**src/rtl/qnigma_tcp_tx_sched_if.sv**
```systemverilog
// qnigma_tcp_tx_sched_if: descriptor type and RAM/transmit-path bus of the TCP tx scheduler
package qnigma_tcp_pkg;
  typedef struct packed {
    logic [31:0] start;
    logic [31:0] stop;
    logic [15:0] len;
    logic [7:0]  tim;
    logic [7:0]  tries;
  } tcp_pkt_t;
endpackage

interface qnigma_tcp_tx_sched_if #(parameter int D = 4);
  logic                    add;
  logic                    tick;
  logic [31:0]             rem_ack;
  qnigma_tcp_pkg::tcp_pkt_t pkt_r;
  logic [D-1:0]            ptr;
  logic                    upd;
  logic                    free;
  qnigma_tcp_pkg::tcp_pkt_t pkt_w;
  logic                    retx_req;
  qnigma_tcp_pkg::tcp_pkt_t retx_pkt;
  logic                    retx_ack;
  logic                    empty;
  logic                    fail;
  modport master (
    input  add, tick, rem_ack, pkt_r, retx_ack,
    output ptr, upd, free, pkt_w, retx_req, retx_pkt, empty, fail
  );
  modport slave (
    output add, tick, rem_ack, pkt_r, retx_ack,
    input  ptr, upd, free, pkt_w, retx_req, retx_pkt, empty, fail
  );
endinterface

```
**src/rtl/qnigma_tcp_tx_sched.sv**
```systemverilog
// qnigma_tcp_tx_sched: walks tx descriptors oldest-first, frees acked ones, ages and retransmits the rest
module qnigma_tcp_tx_sched
  import qnigma_tcp_pkg::*;
#(
  parameter int D         = 4,
  parameter int RTO_TICKS = 8,
  parameter int MAX_TRIES = 5
) (
  input logic                     clk,
  input logic                     rst,
  qnigma_tcp_tx_sched_if.master   bus
);
  typedef enum logic [3:0] {IDLE, READ, WAIT, CHECK, FREE, RETX, UPD, NEXT, HALT} state_t;
  state_t       state, state_n;
  logic [D-1:0] head, idx;
  logic [D:0]   cnt, left;
  logic         tick_pend, age, req, fail_r;
  logic         start, acked, timeout, tries_out;
  tcp_pkt_t     cur, w, rp, bump, rearm;
  assign start     = state == IDLE && cnt != '0;
  // modular sequence comparison: ack is at or past stop
  assign acked     = $signed(bus.rem_ack - cur.stop) >= 0;
  assign timeout   = age && (int'(cur.tim) + 1 >= RTO_TICKS);
  assign tries_out = int'(cur.tries) >= MAX_TRIES;
  always_comb begin
    bump        = cur;
    bump.tim    = cur.tim == 8'hFF ? cur.tim : cur.tim + 8'd1;
    rearm       = cur;
    rearm.tim   = '0;
    rearm.tries = cur.tries + 8'd1;
  end
  always_ff @(posedge clk) state <= rst ? IDLE : state_n;
  always_comb begin
    state_n = state;
    case (state)
      IDLE:    state_n = start ? READ : IDLE;
      READ:    state_n = WAIT;
      WAIT:    state_n = CHECK;
      CHECK:   state_n = acked ? (idx == head ? FREE : NEXT) : timeout ? RETX : age ? UPD : NEXT;
      FREE:    state_n = NEXT;
      RETX:    state_n = !req ? (tries_out ? HALT : RETX) : bus.retx_ack ? UPD : RETX;
      UPD:     state_n = NEXT;
      NEXT:    state_n = left == {{D{1'b0}}, 1'b1} ? IDLE : READ;
      default: state_n = state;
    endcase
  end
  always_comb begin
    bus.upd  = state == UPD;
    bus.free = state == FREE;
  end
  assign bus.ptr      = idx;
  assign bus.pkt_w    = w;
  assign bus.retx_req = req;
  assign bus.retx_pkt = rp;
  assign bus.empty    = cnt == '0;
  assign bus.fail     = fail_r;
  always_ff @(posedge clk) begin
    if (rst) begin
      head      <= '0;
      cnt       <= '0;
      tick_pend <= 1'b0;
      idx       <= '0;
      left      <= '0;
      age       <= 1'b0;
      cur       <= '0;
      w         <= '0;
      rp        <= '0;
      req       <= 1'b0;
      fail_r    <= 1'b0;
    end else begin
      cnt       <= cnt + (D+1)'(bus.add) - (D+1)'(bus.free);
      tick_pend <= bus.tick | (tick_pend & ~start);
      if (start) begin
        idx  <= head;
        left <= cnt;
        age  <= tick_pend;
      end
      if (state == WAIT) cur <= bus.pkt_r;
      if (state == CHECK && state_n == UPD) w <= bump;
      if (state == FREE) head <= head + 1'b1;
      if (state == RETX && !req && !tries_out) begin
        req <= 1'b1;
        rp  <= cur;
      end
      if (state == RETX && !req && tries_out) fail_r <= 1'b1;
      if (state == RETX && req && bus.retx_ack) begin
        req <= 1'b0;
        w   <= rearm;
      end
      if (state == NEXT) begin
        idx  <= idx + 1'b1;
        left <= left - 1'b1;
      end
    end
  end
endmodule

```
**src/flat_wrapper.sv**
```systemverilog
// flat-port wrapper written by rule: the top's interface ports become plain ports
module qnigma_tcp_tx_sched_flat import qnigma_tcp_pkg::*;
#(
  parameter int D         = 4,
  parameter int RTO_TICKS = 8,
  parameter int MAX_TRIES = 5
)
  (clk, rst, bus_add, bus_tick, bus_rem_ack, bus_pkt_r, bus_retx_ack, bus_ptr, bus_upd, bus_free, bus_pkt_w, bus_retx_req, bus_retx_pkt, bus_empty, bus_fail);
  qnigma_tcp_tx_sched_if #(.D(D)) bus_i ();
  input logic clk;
  input logic rst;
  input wire logic [$bits(bus_i.add)-1:0] bus_add;
  input wire logic [$bits(bus_i.tick)-1:0] bus_tick;
  input wire logic [$bits(bus_i.rem_ack)-1:0] bus_rem_ack;
  input wire logic [$bits(bus_i.pkt_r)-1:0] bus_pkt_r;
  input wire logic [$bits(bus_i.retx_ack)-1:0] bus_retx_ack;
  output wire logic [$bits(bus_i.ptr)-1:0] bus_ptr;
  output wire logic [$bits(bus_i.upd)-1:0] bus_upd;
  output wire logic [$bits(bus_i.free)-1:0] bus_free;
  output wire logic [$bits(bus_i.pkt_w)-1:0] bus_pkt_w;
  output wire logic [$bits(bus_i.retx_req)-1:0] bus_retx_req;
  output wire logic [$bits(bus_i.retx_pkt)-1:0] bus_retx_pkt;
  output wire logic [$bits(bus_i.empty)-1:0] bus_empty;
  output wire logic [$bits(bus_i.fail)-1:0] bus_fail;
  assign bus_i.add = bus_add;
  assign bus_i.tick = bus_tick;
  assign bus_i.rem_ack = bus_rem_ack;
  assign bus_i.pkt_r = bus_pkt_r;
  assign bus_i.retx_ack = bus_retx_ack;
  assign bus_ptr = bus_i.ptr;
  assign bus_upd = bus_i.upd;
  assign bus_free = bus_i.free;
  assign bus_pkt_w = bus_i.pkt_w;
  assign bus_retx_req = bus_i.retx_req;
  assign bus_retx_pkt = bus_i.retx_pkt;
  assign bus_empty = bus_i.empty;
  assign bus_fail = bus_i.fail;
  qnigma_tcp_tx_sched #(.D(D), .RTO_TICKS(RTO_TICKS), .MAX_TRIES(MAX_TRIES)) u_core (.clk(clk), .rst(rst), .bus(bus_i));
endmodule
```
**config.mk**
```make
export PLATFORM = sky130hd
export DESIGN_NAME = qnigma_tcp_tx_sched_flat
export DESIGN_NICKNAME = d
export VERILOG_FILES = /design/src/rtl/qnigma_tcp_tx_sched_if.sv /design/src/rtl/qnigma_tcp_tx_sched.sv /design/src/flat_wrapper.sv
export SDC_FILE = /design/constraint.sdc
export NUM_CORES = 1
export LEC_CHECK = 0
export ABC_CLOCK_PERIOD_IN_PS = 6700
export CAP_MARGIN = 20
export CELL_PAD_IN_SITES_DETAIL_PLACEMENT = 0
export CELL_PAD_IN_SITES_GLOBAL_PLACEMENT = 1
export CORE_MARGIN = 2
export CORE_UTILIZATION = 38
export DETAILED_ROUTE_END_ITERATION = 10
export HOLD_SLACK_MARGIN = 0.06
export PLACE_DENSITY_LB_ADDON = 0.1
export SLEW_MARGIN = 25
export SYNTH_ARGS = -nofsm -noshare
export SYNTH_HDL_FRONTEND = slang
export SYNTH_SLANG_ARGS = --single-unit
```
**constraint.sdc**
```tcl
create_clock -name clk -period 6.7 [get_ports clk]
set_input_delay 0.67 -clock clk [delete_from_list [all_inputs] [get_ports clk]]
set_output_delay 0.67 -clock clk [all_outputs]
set_load 0.02 [all_outputs]
```
# Yosys cells after proc, flatten, opt, wreduce, memory -nomap -nowiden
# Cells that the tools add are included.
# totals
ff_bits,314
in_bits,133
output_inout_bits,201
wordCells,84
# classes
add_sub_neg,9
order_cmp,3
eq_ne,11
muxes,17
n_bitwise,3
n_reduce_logical,17
# op_table
operator,n
96-bit two-way mux,2
"32-bit by 1-bit >= comparator with 1-bit output, second input constant",1
"32-bit by 5-bit >= comparator with 1-bit output, second input constant",1
32-bit subtractor,1
4-bit one-hot mux with 7 select lines,1
4-bit two-way mux,6
"4-bit by 3-bit == test with 1-bit output, second input constant",5
"8-bit by 1-bit adder with 8-bit output, second input constant",2
5-bit two-way mux,2
"8-bit by 1-bit adder with 9-bit output, second input constant",1
"4-bit by 1-bit adder with 4-bit output, second input constant",2
"4-bit by 2-bit == test with 1-bit output, second input constant",2
"8-bit == test, second input constant",1
"8-bit by 3-bit >= comparator with 1-bit output, second input constant",1
1-bit logical AND,8
8-bit two-way mux,1
5-bit by 1-bit adder with 5-bit output,1
"5-bit by 1-bit == test with 1-bit output, second input constant",1
5-bit logical NOT,1
5-bit nonzero test,1
5-bit by 1-bit subtractor with 5-bit output,1
"5-bit by 1-bit subtractor with 5-bit output, second input constant",1
"4-bit by 1-bit == test with 1-bit output, second input constant",1
4-bit == test,1
other kinds (9),15

# Longest topological paths before layout
# logic_depth
depth_word,10
depth_mapped,14

# Worst setup path before layout
# Ideal clock, no wire load.
# synth_timing
path_type,input port to flip-flop
start,input bus_rem_ack[29]
end,register u_core.w (netlist bit u_core.bus.pkt_w[16])
setup_ns,0.128
arrival_time_ns,3.687
path_slack_ns,2.885
cell_stages,13
cell_sequence,ha_1 -> nand4_2 -> or4_4 -> or4_4 -> o221ai_2 -> nor3_1 -> or4_1 -> buf_2 -> a41o_1 -> buf_6 -> buf_6 -> mux2i_1 -> nor2_1
# synth_between
elab_chain_len,7
# synth_rtl
element,line,rtl
from (decl),flat_wrapper.sv:14,input wire logic [$bits(bus_i.rem_ack)-1:0] bus_rem_ack;
32-bit subtractor,qnigma_tcp_tx_sched.sv:22,assign acked = $signed(bus.rem_ack - cur.stop) >= 0;
32-bit by 1-bit >= comparator with 1-bit output,qnigma_tcp_tx_sched.sv:22,
4-bit two-way mux,qnigma_tcp_tx_sched.sv:39,CHECK: state_n = acked ? (idx == head ? FREE : NEXT) : timeout ? RETX : age ? UPD : NEXT;
4-bit one-hot mux with 7 select lines,qnigma_tcp_tx_sched.sv:35,case (state)
4-bit by 3-bit == test with 1-bit output,qnigma_tcp_tx_sched.sv:79,if (state == CHECK && state_n == UPD) w <= bump;
1-bit logical AND,qnigma_tcp_tx_sched.sv:79,
2-bit nonzero test (no line),--,
to (signal assigned),qnigma_tcp_tx_sched.sv:79,
to (signal assigned),qnigma_tcp_tx_sched.sv:88,w <= rearm;
to (decl),qnigma_tcp_tx_sched.sv:19,"tcp_pkt_t cur, w, rp, bump, rearm;"
# No other way between the ends.
# A chain may end at the register's enable or synchronous reset.

# Final worst setup path
# layout_timing
start,input bus_rem_ack[30]
end,register u_core.w (netlist bit u_core.bus.pkt_w[21])
# The elaborated chain is that of the path after synthesis.

==> flow_summary_export.csv <==
group,metric,value,unit
cts,post_cts_buffers,0,
critical_path,timing.reg2reg.setup_slack,2.08,ns
final_layout,syn_to_final_growth,37.78,%
global_route,grt_start_max_net_pins,120,
routing,wl,36590,um
placed_design,place_hpwl,23940,um
placed_design,place_congestion,0.7878,
sta,timing.final.crit_share,71.16,%
routing,drtIter0Drc,584,
synthesis,yosys.area.top_type_share,50.17,%
global_route,overflow,0,
sta,setup_viol,0,
sta,maxSlewViolCount,0,
critical_path,ff2ff_path_depth,12,
synthesis,syn_area_per_cell,8.375,um^2
routing,vias_per_cell,4.857,
critical_path,crit_fanout,49,
routing,via_count,10940,
critical_path,worstPathRequired,7.05,ns
global_route,first_global_vias,10480,
floorplan,rows,66,
sta,hold_violations,0,
final_layout,fillers,3155,
cts,clkLatencyLatePin,0.50,ns
sta,finalSetupTns,0,ns
cts,cts_buffers,37,
synthesis,synth_edf_count,0,
synthesis,synth_cells,1496,
cts,path_clk_slew,0.05,ns
floorplan,initial_core_util,38.51,%
synthesis,syn_nets,1676,
cts,cts_tree,"built",
sta,fmax,209.8,MHz
worst_hold_path,min_to,"u_core.bus.retx_pkt[61]",
sta,maxSlewHeadroom,36.78,%
synthesis,yosysSeqAreaShare,50.17,%
sta,clock_skew,0.01200,ns
synthesis,synthTopCellsByArea,"dfxtp_1, nand2_1, a21oi_1",
cts,hold_buffers,0,
critical_path,critPathKind,"in2reg",
floorplan,core_area,0.03254,mm^2
power,worst_ir_drop_vdd,0.2010,mV
power,cellPowerDensity,298.5,mW/mm^2
floorplan,die_area,0.03444,mm^2
power,p_leak,6.015,nW
cts,cts_resized,0,
routing,first_pass_iters,5,
final_layout,drive_gt1_share,4.417,%
critical_path,cp-end-kind,"register",
final_layout,antenna_cells,0,
worst_hold_path,hold_depth,2,
synthesis,syn_area,0.01253,mm^2
synthesis,synth_async_sr_flop_share,0,%
floorplan,fp.dieH,185.6,um
cts,cts_max_path_buffers,3,
global_route,antenna_found_initial,0,
synthesis,ys_seq_elements,314,
cts,htreeDepth,2,
synthesis,yosys_warnings,0,
synthesis,yosys.area.top_type,"dfxtp_1",
worst_hold_path,hp-start,"u_core.bus.retx_pkt[61]",
routing,drc,0,
critical_path,start_kind,"input port",
critical_path,cp.arrival,5.12,ns
synthesis,synth_cell_types,57,
global_route,grt_first_pass_wirelength,56910,um
floorplan,design.portCount,334,
routing,antenna_left,0,
worst_hold_path,hold_path.class,"reg2reg",
run_status,outcome,"finished, final reports clean",
critical_path,r2r_end,"u_core.bus.pkt_w[21]",
final_layout,nNetsFinal,1968,
job,drv_cap,0,
floorplan,die-width,185.6,um
sta,rsz0062_at_grt,"no",
cts,cts.sink_count,314,
sta,fin_crit,4.767,ns
sta,worstMarginPinSlew,0.9483,ns
cts,cts_root_buffer,"clkbuf_16",
placed_design,port_buffers,333,
critical_path,r2r-start,"u_core.bump[61]",
synthesis,synth_ff_type,"dfxtp_1",
global_route,track_usage,20.68,%
routing,wl_per_cell,16.24,um
final_layout,utilization,53.06,%
-- metrics by stage --
step | total power, mW | cells | setup slack [ns] | hold slack, ns | instance area [um^2]
2_1_floorplan | 2.963 | 1496 | 2.885 | 0.4322 | 12530
3_3_place_gp | 3.370 | 2190 | 1.603 | 0.4376 | 16160
3_5_place_dp | 3.394 | 2191 | 1.488 | 0.4425 | 16190
4_1_cts | 5.226 | 2253 | 2.010 | 0.4501 | 17260
5_1_grt | 5.471 | 2253 | 1.750 | 0.4601 | 17260
6_report | 5.153 | 2253 | 1.933 | 0.4478 | 17260
-- state kept, by name, summed over array words and instances, names as in the netlist --
signal               cells
u_core.bus.pkt_w        96
u_core.bump             88
u_core.age               1
u_core.bus.fail          1
u_core.bus.retx_req      1
u_core.cur               8
u_core.state             4
u_core.bus.retx_pkt     96
u_core.left              5
u_core.bus.ptr           4
u_core.tick_pend         1
u_core.cnt               5
u_core.head              4
-- final cells by class --
cell class / instances / area, um^2 / area share [%]
clock buffer: 55 / 1033 / 5.987
clock inverter: 7 / 38.79 / 0.2247
multi-input combinational: 1038 / 5699 / 33.01
timing repair buffer: 345 / 3457 / 20.03
inverter: 52 / 195.2 / 1.131
tap: 442 / 553.0 / 3.204
sequential: 314 / 6286 / 36.41
-- power breakdown --
part	switching [mW]	internal, mW	leakage (nW)	total (mW)
combinational	0.701	0.406	2.95	1.11
clock	0.750	1.06	0.529	1.81
sequential	0.190	2.04	2.54	2.23
total	1.64	3.51	6.01	5.15
-- kinds of logic (layout without fill, tap and decap cells) --
| group | Yosys count | in the layout | share of synthesized area, % |
|---|---|---|---|
| and+or+nand+nor | 609 | 609 | 19.88 |
| DFF | 314 | 314 | 50.17 |
| AOI/OAI and AO/OA | 278 | 278 | 12.24 |
| xor gates and xnor gates | 18 | 18 | 1.258 |
| buffers and inverters | 144 | 459 | 4.813 |
| adders and majority gates | 47 | 47 | 4.753 |
| muxes | 86 | 86 | 6.880 |
-- how the worst max path moves through the flow --
stage | start | end | slack, ns | cells past startpoint
finish | bus_rem_ack[30] | u_core.bus.pkt_w[21] | 1.93 | 12
detailed placement | bus_rem_ack[30] | u_core.bus.pkt_w[53] | 1.49 | 12
global placement | bus_rem_ack[30] | u_core.bus.pkt_w[94] | 1.60 | 12
floorplan | bus_rem_ack[29] | u_core.bus.pkt_w[16] | 2.89 | 13
CTS | bus_rem_ack[30] | u_core.bus.pkt_w[52] | 2.01 | 12
global route | bus_rem_ack[26] | u_core.bus.pkt_w[56] | 1.75 | 12
-- per-layer routing --
| layer | vias up | share of wire [%] | track usage, % | wire length [um] |
|---|---|---|---|---|
| met5 | - | 0 | 0 | 0 |
| met4 | 0 | 1.6 | 4.315 | 582 |
| met3 | 45 | 6.4 | 4.891 | 2324 |
| met2 | 262 | 45 | 34.00 | 16490 |
| met1 | 5086 | 47 | 27.70 | 17190 |
| li1 | 5550 | - | - | - |
-- cell usage in the layout, fill, tap and decap left out, types with 14 or more instances in the layout --
master,instances
clkbuf_1,14
dfxtp_1,314
nand2_1,402
nand3_1,17
mux2i_1,85
o21ai_0,15
inv_1,52
nor2_1,125
clkdlybuf4s50_1,332
clkbuf_16,37
ha_1,46
a21oi_1,225
-- cell usage after synthesis (5+ instances only) --
cell type	count
a21oi_1	225
a31oi_1	5
and2_1	8
and3_1	9
buf_1	5
buf_6	8
clkbuf_1	77
dfxtp_1	314
ha_1	46
inv_1	52
mux2i_1	85
nand2_1	402
nand3_1	18
nand4_1	10
nor2_1	126
nor3_1	14
o21ai_0	15
xnor2_1	6
xor2_1	12
-- critical path, cell delays in order --
cell	delay, ns
clkdlybuf4s50_1	0.40
ha_1	0.35
nand4_2	0.17
or4_4	0.60
or4_4	0.44
o221ai_2	0.27
nor3_1	0.15
o41ai_2	0.53
a41o_4	0.75
buf_12	0.40
mux2i_1	0.25
nor2_1	0.05
Note: power is estimated with default switching activity, not from simulation.
